**src/rtl/mini_pkg.sv**
```systemverilog
// Shared types for the mini stream tracker.
// FSM encoding and frame counter width.
package mini_pkg;

  typedef enum logic [1:0] {
    IDLE  = 2'd0,
    ACCUM = 2'd1,
    DONE  = 2'd2
  } state_t;

  localparam int FRAME_CNT_W = 8;

endpackage

```
**src/rtl/mini_cmp_stage.sv**
```systemverilog
// Running extreme tracker with first-occurrence index.
// DIR=0 tracks the minimum, DIR=1 the maximum.
module mini_cmp_stage
  import mini_pkg::*;
#(
  parameter int WIDTH = 3,
  parameter int IDX_W = 3,
  parameter bit DIR   = 1'b0
) (
  input  logic             clk,
  input  logic             rst,
  input  logic             en,
  input  logic             first,
  input  logic [WIDTH-1:0] data,
  input  logic [IDX_W-1:0] idx,
  output logic [WIDTH-1:0] nxt_val,
  output logic [IDX_W-1:0] nxt_idx
);

  logic [WIDTH-1:0] cur_val;
  logic [IDX_W-1:0] cur_idx;
  logic             better;

  // strict compare keeps the earlier index on ties
  always_comb begin
    better  = DIR ? (data > cur_val)
                  : (data < cur_val);
    nxt_val = cur_val;
    nxt_idx = cur_idx;
    if (first || better) begin
      nxt_val = data;
      nxt_idx = idx;
    end
  end

  always_ff @(posedge clk or posedge rst) begin
    if (rst) begin
      cur_val <= '0;
      cur_idx <= '0;
    end else if (en) begin
      cur_val <= nxt_val;
      cur_idx <= nxt_idx;
    end
  end

endmodule

```
**src/rtl/mini_stream_tracker.sv**
```systemverilog
// Framed stream min (and optional max) tracker.
// Optional max tracking: define MINI_MAXTRACK_EN.
module mini_stream_tracker
  import mini_pkg::*;
#(
  parameter int WIDTH     = 3,
  parameter int FRAME_LEN = 8,
  parameter int IDX_W     = $clog2(FRAME_LEN)
) (
  input  logic                   clk,
  input  logic                   rst,
  input  logic                   in_valid,
  input  logic [WIDTH-1:0]       in_data,
  output logic                   in_ready,
  output logic                   out_valid,
  input  logic                   out_ready,
  output logic [WIDTH-1:0]       out_min,
  output logic [IDX_W-1:0]       out_idx,
`ifdef MINI_MAXTRACK_EN
  output logic [WIDTH-1:0]       out_max,
  output logic [IDX_W-1:0]       out_max_idx,
`endif
  output logic [FRAME_CNT_W-1:0] frame_cnt
);

  state_t           state;
  logic [IDX_W-1:0] count;
  logic             accept;
  logic             first;
  logic             last;
  logic [WIDTH-1:0] min_val;
  logic [IDX_W-1:0] min_idx;

  assign accept = in_valid && in_ready;
  assign first  = (count == '0);
  assign last   = (count == IDX_W'(FRAME_LEN - 1));

  mini_cmp_stage #(
    .WIDTH (WIDTH),
    .IDX_W (IDX_W),
    .DIR   (1'b0)
  ) u_min (
    .clk     (clk),
    .rst     (rst),
    .en      (accept),
    .first   (first),
    .data    (in_data),
    .idx     (count),
    .nxt_val (min_val),
    .nxt_idx (min_idx)
  );

`ifdef MINI_MAXTRACK_EN
  logic [WIDTH-1:0] max_val;
  logic [IDX_W-1:0] max_idx;

  mini_cmp_stage #(
    .WIDTH (WIDTH),
    .IDX_W (IDX_W),
    .DIR   (1'b1)
  ) u_max (
    .clk     (clk),
    .rst     (rst),
    .en      (accept),
    .first   (first),
    .data    (in_data),
    .idx     (count),
    .nxt_val (max_val),
    .nxt_idx (max_idx)
  );
`else
  // min-only build: no max comparator
`endif

  always_ff @(posedge clk or posedge rst) begin
    if (rst) begin
      state     <= IDLE;
      count     <= '0;
      in_ready  <= 1'b0;
      out_valid <= 1'b0;
      out_min   <= '0;
      out_idx   <= '0;
`ifdef MINI_MAXTRACK_EN
      out_max     <= '0;
      out_max_idx <= '0;
`endif
      frame_cnt <= '0;
    end else begin
      unique case (1'b1)
        (state == IDLE): begin
          state    <= ACCUM;
          in_ready <= 1'b1;
        end
        (state == ACCUM): begin
          if (accept) begin
            if (last) begin
              // result includes the sample taken this edge
              count     <= '0;
              state     <= DONE;
              in_ready  <= 1'b0;
              out_valid <= 1'b1;
              out_min   <= min_val;
              out_idx   <= min_idx;
`ifdef MINI_MAXTRACK_EN
              out_max     <= max_val;
              out_max_idx <= max_idx;
`endif
            end else begin
              count <= count + 1'b1;
            end
          end
        end
        (state == DONE): begin
          if (out_ready) begin
            out_valid <= 1'b0;
            frame_cnt <= frame_cnt + 1'b1;
            state     <= ACCUM;
            in_ready  <= 1'b1;
          end
        end
        default: begin
          state     <= IDLE;
          in_ready  <= 1'b0;
          out_valid <= 1'b0;
        end
      endcase
    end
  end

endmodule

```
**config.mk**
```make
export PLATFORM = sky130hd
export DESIGN_NAME = mini_stream_tracker
export DESIGN_NICKNAME = d
export VERILOG_FILES = /design/src/rtl/mini_pkg.sv /design/src/rtl/mini_cmp_stage.sv /design/src/rtl/mini_stream_tracker.sv
export SDC_FILE = /design/constraint.sdc
export NUM_CORES = 1
export LEC_CHECK = 0
export ABC_CLOCK_PERIOD_IN_PS = 2150
export BUFFER_PORTS_ARGS = -buffer_cell sky130_fd_sc_hd__buf_2
export CORE_AREA = 2 2 54 56
export DETAILED_ROUTE_END_ITERATION = 8
export DIE_AREA = 0 0 56 58
export PLACE_DENSITY = 0.8
export SLEW_MARGIN = 30
export SYNTH_ARGS = -nofsm -noshare
export SYNTH_HDL_FRONTEND = slang
export SYNTH_SLANG_ARGS = --single-unit
```
**constraint.sdc**
```tcl
create_clock -name clk -period 2.15 [get_ports clk]
set_clock_uncertainty 0.2 [all_clocks]
set_input_delay 0.1075 -clock clk [delete_from_list [all_inputs] [get_ports clk]]
set_output_delay 0.1075 -clock clk [all_outputs]
set_load 0.01 [all_outputs]
```
## Yosys cells after proc, flatten, opt, wreduce, memory -nomap -nowiden

Index checks and enable logic that the tools add are counted.

- Bits in registers: 27
- Bits in latches: 0
- Bits in writable memories: 0
- Memory bits (read-only): 0
- Input bits: 7
- Output and inout bits: 16
- Memories: 0

- Add/subtract/negate cells: 2
- $mul: 0
- Divide/modulo/power cells: 0
- $lt $le $gt $ge: 1
- Equality and inequality tests: 6
- Shift operators: 0
- Mux-type cells: 15
- Bitwise gates (word level): 1
- Reductions and logical operators: 9

Operators by type and width:

| kind | number |
|---|---|
| 3-bit 2-to-1 mux | 3 |
| 8-bit by 1-bit adder with 8-bit output (second input constant) | 1 |
| 1-bit 2-to-1 mux | 6 |
| 2-bit 2-to-1 mux | 3 |
| 2-bit != test (second input constant) | 3 |
| 1-bit one-hot mux with 3 select lines | 2 |
| 2-bit one-hot mux with 3 select lines | 1 |
| 3-bit AND reduction | 2 |
| 2-bit AND reduction | 2 |
| 4-bit AND reduction | 1 |
| 3-bit by 1-bit adder with 3-bit output (second input constant) | 1 |
| 3-bit == test (second input constant) | 1 |
| 3-bit logical NOT | 1 |
| 3-bit less-than comparator | 1 |
| 2-bit by 1-bit == test with 1-bit output (second input constant) | 1 |
| 2-bit == test (second input constant) | 1 |
| 2-bit logical NOT | 1 |
| 1-bit logical AND | 1 |
| 1-bit logical OR | 1 |
| 1-bit NOT | 1 |

## Depth between registers and ports, before layout

Gate-level depths: netlist of run 1.

- Depth after elaboration: 4
- Depth in mapped cells: 6

## Cells and area by module

From an unflattened synthesis of run 1, not the netlist that was laid out.

- Cells, all modules: 107
- Area, all modules: 1387.6 um2

By module, submodules not included:

| module | times used | cells each | area an instance (um2) |
|---|---|---|---|
| mini_stream_tracker | 1 | 77 | 985.9 |
| mini_cmp_stage | 1 | 30 | 401.6 |

## Least setup slack after synthesis of run 1

Ideal clock, no wire load.

- Kind: reg-to-reg
- Start: register u_min.cur_val[2]
- End: register u_min.cur_idx[0]
- Setup time: 0.125 ns
- Data arrival time: 1.513 ns
- Setup slack: 0.311 ns
- Cell stages (with the launch flop): 7
- Path buffers: 0
- Clock period less this slack: 1.839 ns
- Cells stage by stage: dfrtp_1 inv_1 ha_1 a21oi_4 o21ai_4 a21boi_4 mux2_4

- Cells in the longest elaborated chain, start to end: 3

Ends and longest elaborated chain:

| element | line | text |
|---|---|---|
| from (decl) | mini_cmp_stage.sv:20 | `logic [WIDTH-1:0] cur_val;` |
| from (signal assigned) | mini_cmp_stage.sv:41 | `cur_val <= nxt_val;` |
| 3-bit less-than comparator | mini_cmp_stage.sv:27 | `: (data < cur_val);` |
| 1-bit logical OR | mini_cmp_stage.sv:30 | `if (first \|\| better) begin` |
| 3-bit 2-to-1 mux | mini_cmp_stage.sv:30 |  |
| to (signal assigned) | mini_cmp_stage.sv:42 | `cur_idx <= nxt_idx;` |
| to (decl) | mini_cmp_stage.sv:21 | `logic [IDX_W-1:0] cur_idx;` |

No other way between the ends.
A chain may end at the register's enable or synchronous reset.

## Worst setup path after layout of run 1

- Start: register count[0]
- End: register in_ready

- Cells in the longest elaborated chain, start to end: 3

Ends and longest elaborated chain:

| element | line | text |
|---|---|---|
| from (decl) | mini_stream_tracker.sv:27 | `logic [IDX_W-1:0] count;` |
| from (signal assigned) | mini_stream_tracker.sv:109 | `count <= count + 1'b1;` |
| 3-bit == test | mini_stream_tracker.sv:36 | `assign last = (count == IDX_W'(FRAME_LEN - 1));` |
| 2-bit != test (no source line) | - |  |
| 3-bit AND reduction (no source line) | - |  |
| to (signal assigned) | mini_stream_tracker.sv:79 | `in_ready <= 1'b0;` |
| to (signal assigned) | mini_stream_tracker.sv:92 | `in_ready <= 1'b1;` |
| to (signal assigned) | mini_stream_tracker.sv:100 | `in_ready <= 1'b0;` |
| to (decl) | mini_stream_tracker.sv:14 | `output logic in_ready,` |

No other way between the ends.

==> results of run 1 <==
[power breakdown]
part	total (mW)	internal, mW	switching [mW]
registers	0.814	0.676	0.138
clock network	0.220	0.0699	0.150
logic	0.807	0.394	0.413
total	1.84	1.14	0.701
[tightest hold or removal path, delay by kind of cell]
family                 cells  cell delay [ns]
buffers and inverters      4             1.00
[sequential cells by signal, summed over array words and instances, names as in the netlist]
register and count:
frame_cnt 8, out_valid 1, out_min 3, out_idx 3, in_ready 1, u_min.cur_idx 3
count 3, state 2, u_min.cur_val 3
[path summary, 6_finish.rpt]
check / startpoint / endpoint / slack [ns] / cells past startpoint
worst max-delay path: count[0]$_DFFE_PP0P_ / in_ready$_DFFE_PP0P_ / 0.10 / 6
worst min-delay path: rst / u_min.cur_idx[1]$_DFFE_PP0P_ / 0.15 / 4
worst max register to register: count[0]$_DFFE_PP0P_ / in_ready$_DFFE_PP0P_ / 0.10 / 6
worst min register to register: frame_cnt[7]$_DFFE_PP0P_ / frame_cnt[7]$_DFFE_PP0P_ / 0.28 / 1
max in group asynchronous: rst / u_min.cur_val[2]$_DFFE_PP0P_ / 1.34 / 4
min in group clk: frame_cnt[7]$_DFFE_PP0P_ / frame_cnt[7]$_DFFE_PP0P_ / 0.28 / 1
[routing by layer]
metal	vias to the layer above	share of wire [%]	wire [µm]	track usage (%)
li1	486	-	-	-
met1	467	46	1140	21.6
met2	22	48	1200	28.1
met3	5	3.6	90	3.13
met4	0	2.4	59	10.2
met5	-	0	0	0
[stage by stage]
stage / setup WS [ns] / hold slack, ns / instance area (µm²) / instances / utilization [%]
final: 0.100 / 0.154 / 1600 / 184 / 60.0
after global placement: 0.266 / -0.0231 / 1500 / 173 / 56.3
after floorplan: 0.311 / -0.0398 / 1370 / 122 / -
after CTS: 0.117 / 0.160 / 1600 / 184 / 60.0
after global routing: 0.0114 / 0.189 / 1600 / 184 / 60.0
after detailed placement: 0.150 / -0.0150 / 1500 / 173 / 56.3
[cell type report]
cell class | count | area (µm²) | area share [%]
well taps | 31 | 38.8 | 2.43
clock buffers | 3 | 22.5 | 1.41
flip-flops and latches | 27 | 676 | 42.3
inverters | 6 | 22.5 | 1.41
repair buffers | 30 | 188 | 11.7
clock inverters | 1 | 5.00 | 0.313
multi-input cells | 86 | 646 | 40.4
[timing repair]
item	4_1_cts	5_1_grt
resized for setup	0	0
hold buffers	7	0
endpoints found under the setup margin	0	0
hold endpoints to repair	39	0
[cells in the mapped netlist]
master	count
nand4b_1	1
dfrtp_1	27
nand4b_2	1
nor3_2	1
a21oi_1	9
a21oi_4	1
and3_1	1
buf_4	3
a22oi_1	1
o21a_2	1
nor2_1	8
xor2_1	3
nor2b_4	1
o21ai_0	8
o21a_1	1
mux2_2	1
nor3_1	1
o21ai_4	1
nand3_1	3
nand3b_1	1
inv_1	6
nand2_2	1
xnor2_1	4
nand2_1	8
mux2_1	1
and2_1	1
a21o_1	2
o21bai_1	1
o21ai_1	2
mux2_4	5
a31oi_1	5
nand2b_1	3
nor2b_1	1
ha_1	6
nor2b_2	1
a21boi_4	1
[kinds of logic (layout without fill, tap and decap cells)]
group,after synthesis,count (layout)
mux,7,7
fa+ha+maj,6,6
simple gates,33,33
buf+inv,9,40
compound gates,33,33
flops,27,27
xor+xnor,7,7
==> results.toml, run 1 <==
[outcome]
outcome = "finished, final reports clean"

[pwr]
p_leak_nw = 0.804
pwr_density_cell_mw_per_mm2 = 1150
ir_drop_v = 0.000767
power_mw = 1.84

[timing]
slew_headroom_pct = 77.4
final.min_clock_period_ns = 2.05
worstMarginPinSlew_ns = 0.338
final_max_slew_viol_count = 0
grt_setup_unrepaired = "false"
period_share_pct = 95.3
tns_ns = 0
setup_viol = 0
final-hold-violation-count = 0
fmax_mhz = 488

[clocking]
cts_tree = "built"
clockRootBuffer = "clkbuf_4"
cts.path.max_buffers = 2
cts_buffers = 3
clock_latency_ns = 0.33
cts.clk_slew.worst_paths_ns = 0.15
clock_sinks = 27
post_cts_buffers = 0
cts-htree-levels = 1

[synth]
syn_area_mm2 = 0.00137
synthDistinctLibCells = 36
syn-instance-count = 122
synth_top_family_by_area = "compound AO/OA/AOI/OAI gates"
syn_nets = 135
yosysSeqAreaShare_pct = 49.5
synth_compound_area_share_pct = 16.4
yosys.area.top_type = "dfrtp_1"
synth-warning-count = 0
synthMuxAreaShare_pct = 7.14
netlist_top_cells_area = "dfrtp_1 49%, ha_1 5.5%, mux2_4 5.5%"
avgSynthCellArea_um2 = 11.2
synth_seq_cells = 27
synth-simple-area-share_pct = 13.7
yosys.area_share.xor_xnor_pct = 4.49
synth_fa_ha_area_share_pct = 5.49
netlist.area_leader.share_pct = 49.5

[finish]
nets = 167
area_growth_pct = 16.9
final_cell_mix = "27 x dfrtp_1, 22 x buf_2, 9 x a21oi_1"
antenna_cells = 0
drive_gt1_share_pct = 27.5
layout_commonest_cell = "dfrtp_1"
nFillCells = 214

[place]
portBuffers = 22
routabilityCongestion = 0.770
place_hpwl_um = 1790

[detailed_routing]
via_count = 980
via_per_inst = 5.33
post-route-drc-count = 0
wl_per_cell_um = 13.5
dr.pass1.iters = 4
postRouteAntennaNets = 0
drt-total-wl_um = 2490
drt_iter0_markers = 19

[critical_path]
critPathMaxFanout = 6
critical_path.startpoint_type = "register"
required_ns = 2.22
arrival_ns = 2.12
worstSetupEndpointType = "register"
crit_buf_inv = 1
crit_family = "buffers and inverters"
worstPathCellList = "ha_1 > ha_1 > nand2_1 > nand2_1 > a22oi_1 > dlygate4sd3_1"
critPathKind = "reg2reg"
cp_slowest_cell = "dlygate4sd3_1"
cpPeakStageDelay_ns = 0.57

[global_routing]
grt_first_pass_wirelength_um = 4310
antenna_found_initial = 0
grt_pass1_vias = 963
gr-total-overflow = 0
grt_max_degree = 28
grtUsageTotal_pct = 17.2

[hold_path]
hold_path.class = "in2async"

[floorplan]
io_pins = 23
die_width_um = 56
die_h_um = 58
initial_core_util_pct = 51.3
core-area_mm2 = 0.00266
row_count = 19
die_area_mm2 = 0.00325

[flow_run]
drv_cap = 0
(Power assumes the default switching activity.)
==> inputs of run 2 (changes only) <==
ABC_CLOCK_PERIOD_IN_PS = 2500   (was 2150)
CORE_AREA = 2 2 52 54   (was 2 2 54 56)
DIE_AREA = 0 0 54 56   (was 0 0 56 58)
PLACE_DENSITY = 0.85   (was 0.8)
clock period = 2.5 ns   (was 2.15 ns; I/O delays follow)
==> run 2 against run 1 <==
Combinational power is 15% lower. Register-to-register slack improved by 0.38 ns. Routed wire length increased by 6.7%. First-iteration DRC count rose by 5.3%. Cell count fell by 1.1%. Sequential cell count unchanged. Global-route usage rose by 2.3 points. Largest cell class unchanged. Critical path depth is 1 higher.
==> results.toml, run 2 (same netlist as run 1, synthesis figures left out) <==
[outcome]
outcome = "finished, final reports clean"

[detailed_routing]
post-route-drc-count = 0
drt-total-wl_um = 2660
postRouteAntennaNets = 0
via_per_inst = 5.43
dr.pass1.iters = 4
via_count = 989
wl_per_cell_um = 14.6
drt_iter0_markers = 20

[finish]
largest_register_ffs = 8
drive_gt1_share_pct = 27.6
final_cell_mix = "27 x dfrtp_1, 22 x buf_2, 9 x a21oi_1"
final_util_pct = 65.3
nFillCells = 186
antenna_cells = 0
nets = 166
fin_area_mm2 = 0.00159
regMostFlops = "frame_cnt"
stdcell_count = 182
layout_commonest_cell = "dfrtp_1"
area_growth_pct = 16.3

[flow_run]
drv_cap = 0

[critical_path]
worstPathCellList = "dlygate4sd3_1 > buf_2 > ha_1 > a21oi_4 > o21ai_4 > a21boi_4 > mux2_4"
cpPeakStageDelay_ns = 0.53
arrival_ns = 2.06
critPathMaxFanout = 7
cp_slowest_cell = "dlygate4sd3_1"
worstSetupEndpointType = "register"
reg2reg_depth = 6
required_ns = 2.52
critical_path.startpoint_type = "input pin"
critPathKind = "in2reg"

[global_routing]
grt_pass1_vias = 1003
grt_first_pass_wirelength_um = 4440
grt_max_degree = 28
antenna_found_initial = 0
gr-total-overflow = 0
grtUsageTotal_pct = 19.5

[timing]
setup_viol = 0
grt_setup_unrepaired = "false"
slew_headroom_pct = 76.9
tns_ns = 0
fmax_mhz = 489
period_share_pct = 81.9
final_max_slew_viol_count = 0
worstMarginPinSlew_ns = 0.347
final-hold-violation-count = 0
setup_ws_ns = 0.454
final.min_clock_period_ns = 2.05

[floorplan]
io_pins = 23
die_h_um = 56
initial_core_util_pct = 56.2
die_area_mm2 = 0.00302
die_width_um = 54
row_count = 18
core-area_mm2 = 0.00243

[clocking]
clockRootBuffer = "clkbuf_4"
clock_latency_ns = 0.32
clock_sinks = 27
cts.path.max_buffers = 2
cts_tree = "built"
cts.clk_slew.worst_paths_ns = 0.15
cts_buffers = 3
cts-htree-levels = 1
post_cts_buffers = 0

[place]
place_hpwl_um = 2000
dp.cells = 172
portBuffers = 22
routabilityCongestion = 0.813
post-place-ws_ns = 0.522
place_area_mm2 = 0.00150

[hold_path]
hold_path.class = "in2async"

[pwr]
p_leak_nw = 0.796
ir_drop_v = 0.000584
pwr_density_cell_mw_per_mm2 = 997
==> run 2: what timing repair did <==
action | in CTS | in global routing
hold endpoints to repair | 39 | 0
hold buffers | 6 | 0
gates resized for setup | 0 | 0
==> run 2: final timing paths <==
| kind | start | end | slack [ns] |
|---|---|---|---|
| setup / recovery | in_data[2] | u_min.cur_idx[0]$_DFFE_PP0P_ | 0.45 |
| hold / removal | rst | frame_cnt[7]$_DFFE_PP0P_ | 0.18 |
| setup reg to reg | u_min.cur_val[2]$_DFFE_PP0P_ | u_min.cur_idx[0]$_DFFE_PP0P_ | 0.48 |
| hold reg to reg | frame_cnt[7]$_DFFE_PP0P_ | frame_cnt[7]$_DFFE_PP0P_ | 0.28 |
| max in group asynchronous | rst | out_idx[0]$_DFFE_PP0P_ | 1.65 |
| min in group clk | frame_cnt[7]$_DFFE_PP0P_ | frame_cnt[7]$_DFFE_PP0P_ | 0.28 |
==> run 2: metrics by stage <==
| stage | power [mW] | hold WS, ns |
|---|---|---|
| after floorplan | 1.21 | -0.0223 |
| after global placement | 1.34 | -0.00863 |
| after detailed placement | 1.40 | 0.00655 |
| after CTS | 1.59 | 0.192 |
| after global routing | 1.70 | 0.222 |
| final | 1.58 | 0.183 |
==> run 2: metal layers <==
metal	vias to the layer above	track usage, %	wire, µm
met5	-	0	0
li1	486	-	-
met1	475	26.0	1130
met3	2	2.69	97
met4	0	6.07	27
met2	26	32.1	1400
==> run 2: final cells by class <==
type | instances | area [µm²] | area share [%]
repair buffers | 29 | 178 | 11.2
multi-input cells | 86 | 646 | 40.6
flip-flops and latches | 27 | 676 | 42.5
well taps | 30 | 37.5 | 2.36
clock inverters | 1 | 7.51 | 0.472
clock buffers | 3 | 22.5 | 1.42
inverters | 6 | 22.5 | 1.42
==> run 2: report_power, final <==
group          total (mW)  internal, mW  switching, mW
combinational       0.689         0.325          0.365
sequential          0.704         0.582          0.122
clock               0.191        0.0610          0.130
total                1.58         0.967          0.617
==> run 2: worst max-delay path, delay by kind of cell <==
kind                     cells  cell delay (ns)
multiplexers                 1             0.33
adder cells (fa/ha/maj)      1             0.35
AO/OA/AOI/OAI                3             0.59
buffers and inverters        2             0.67
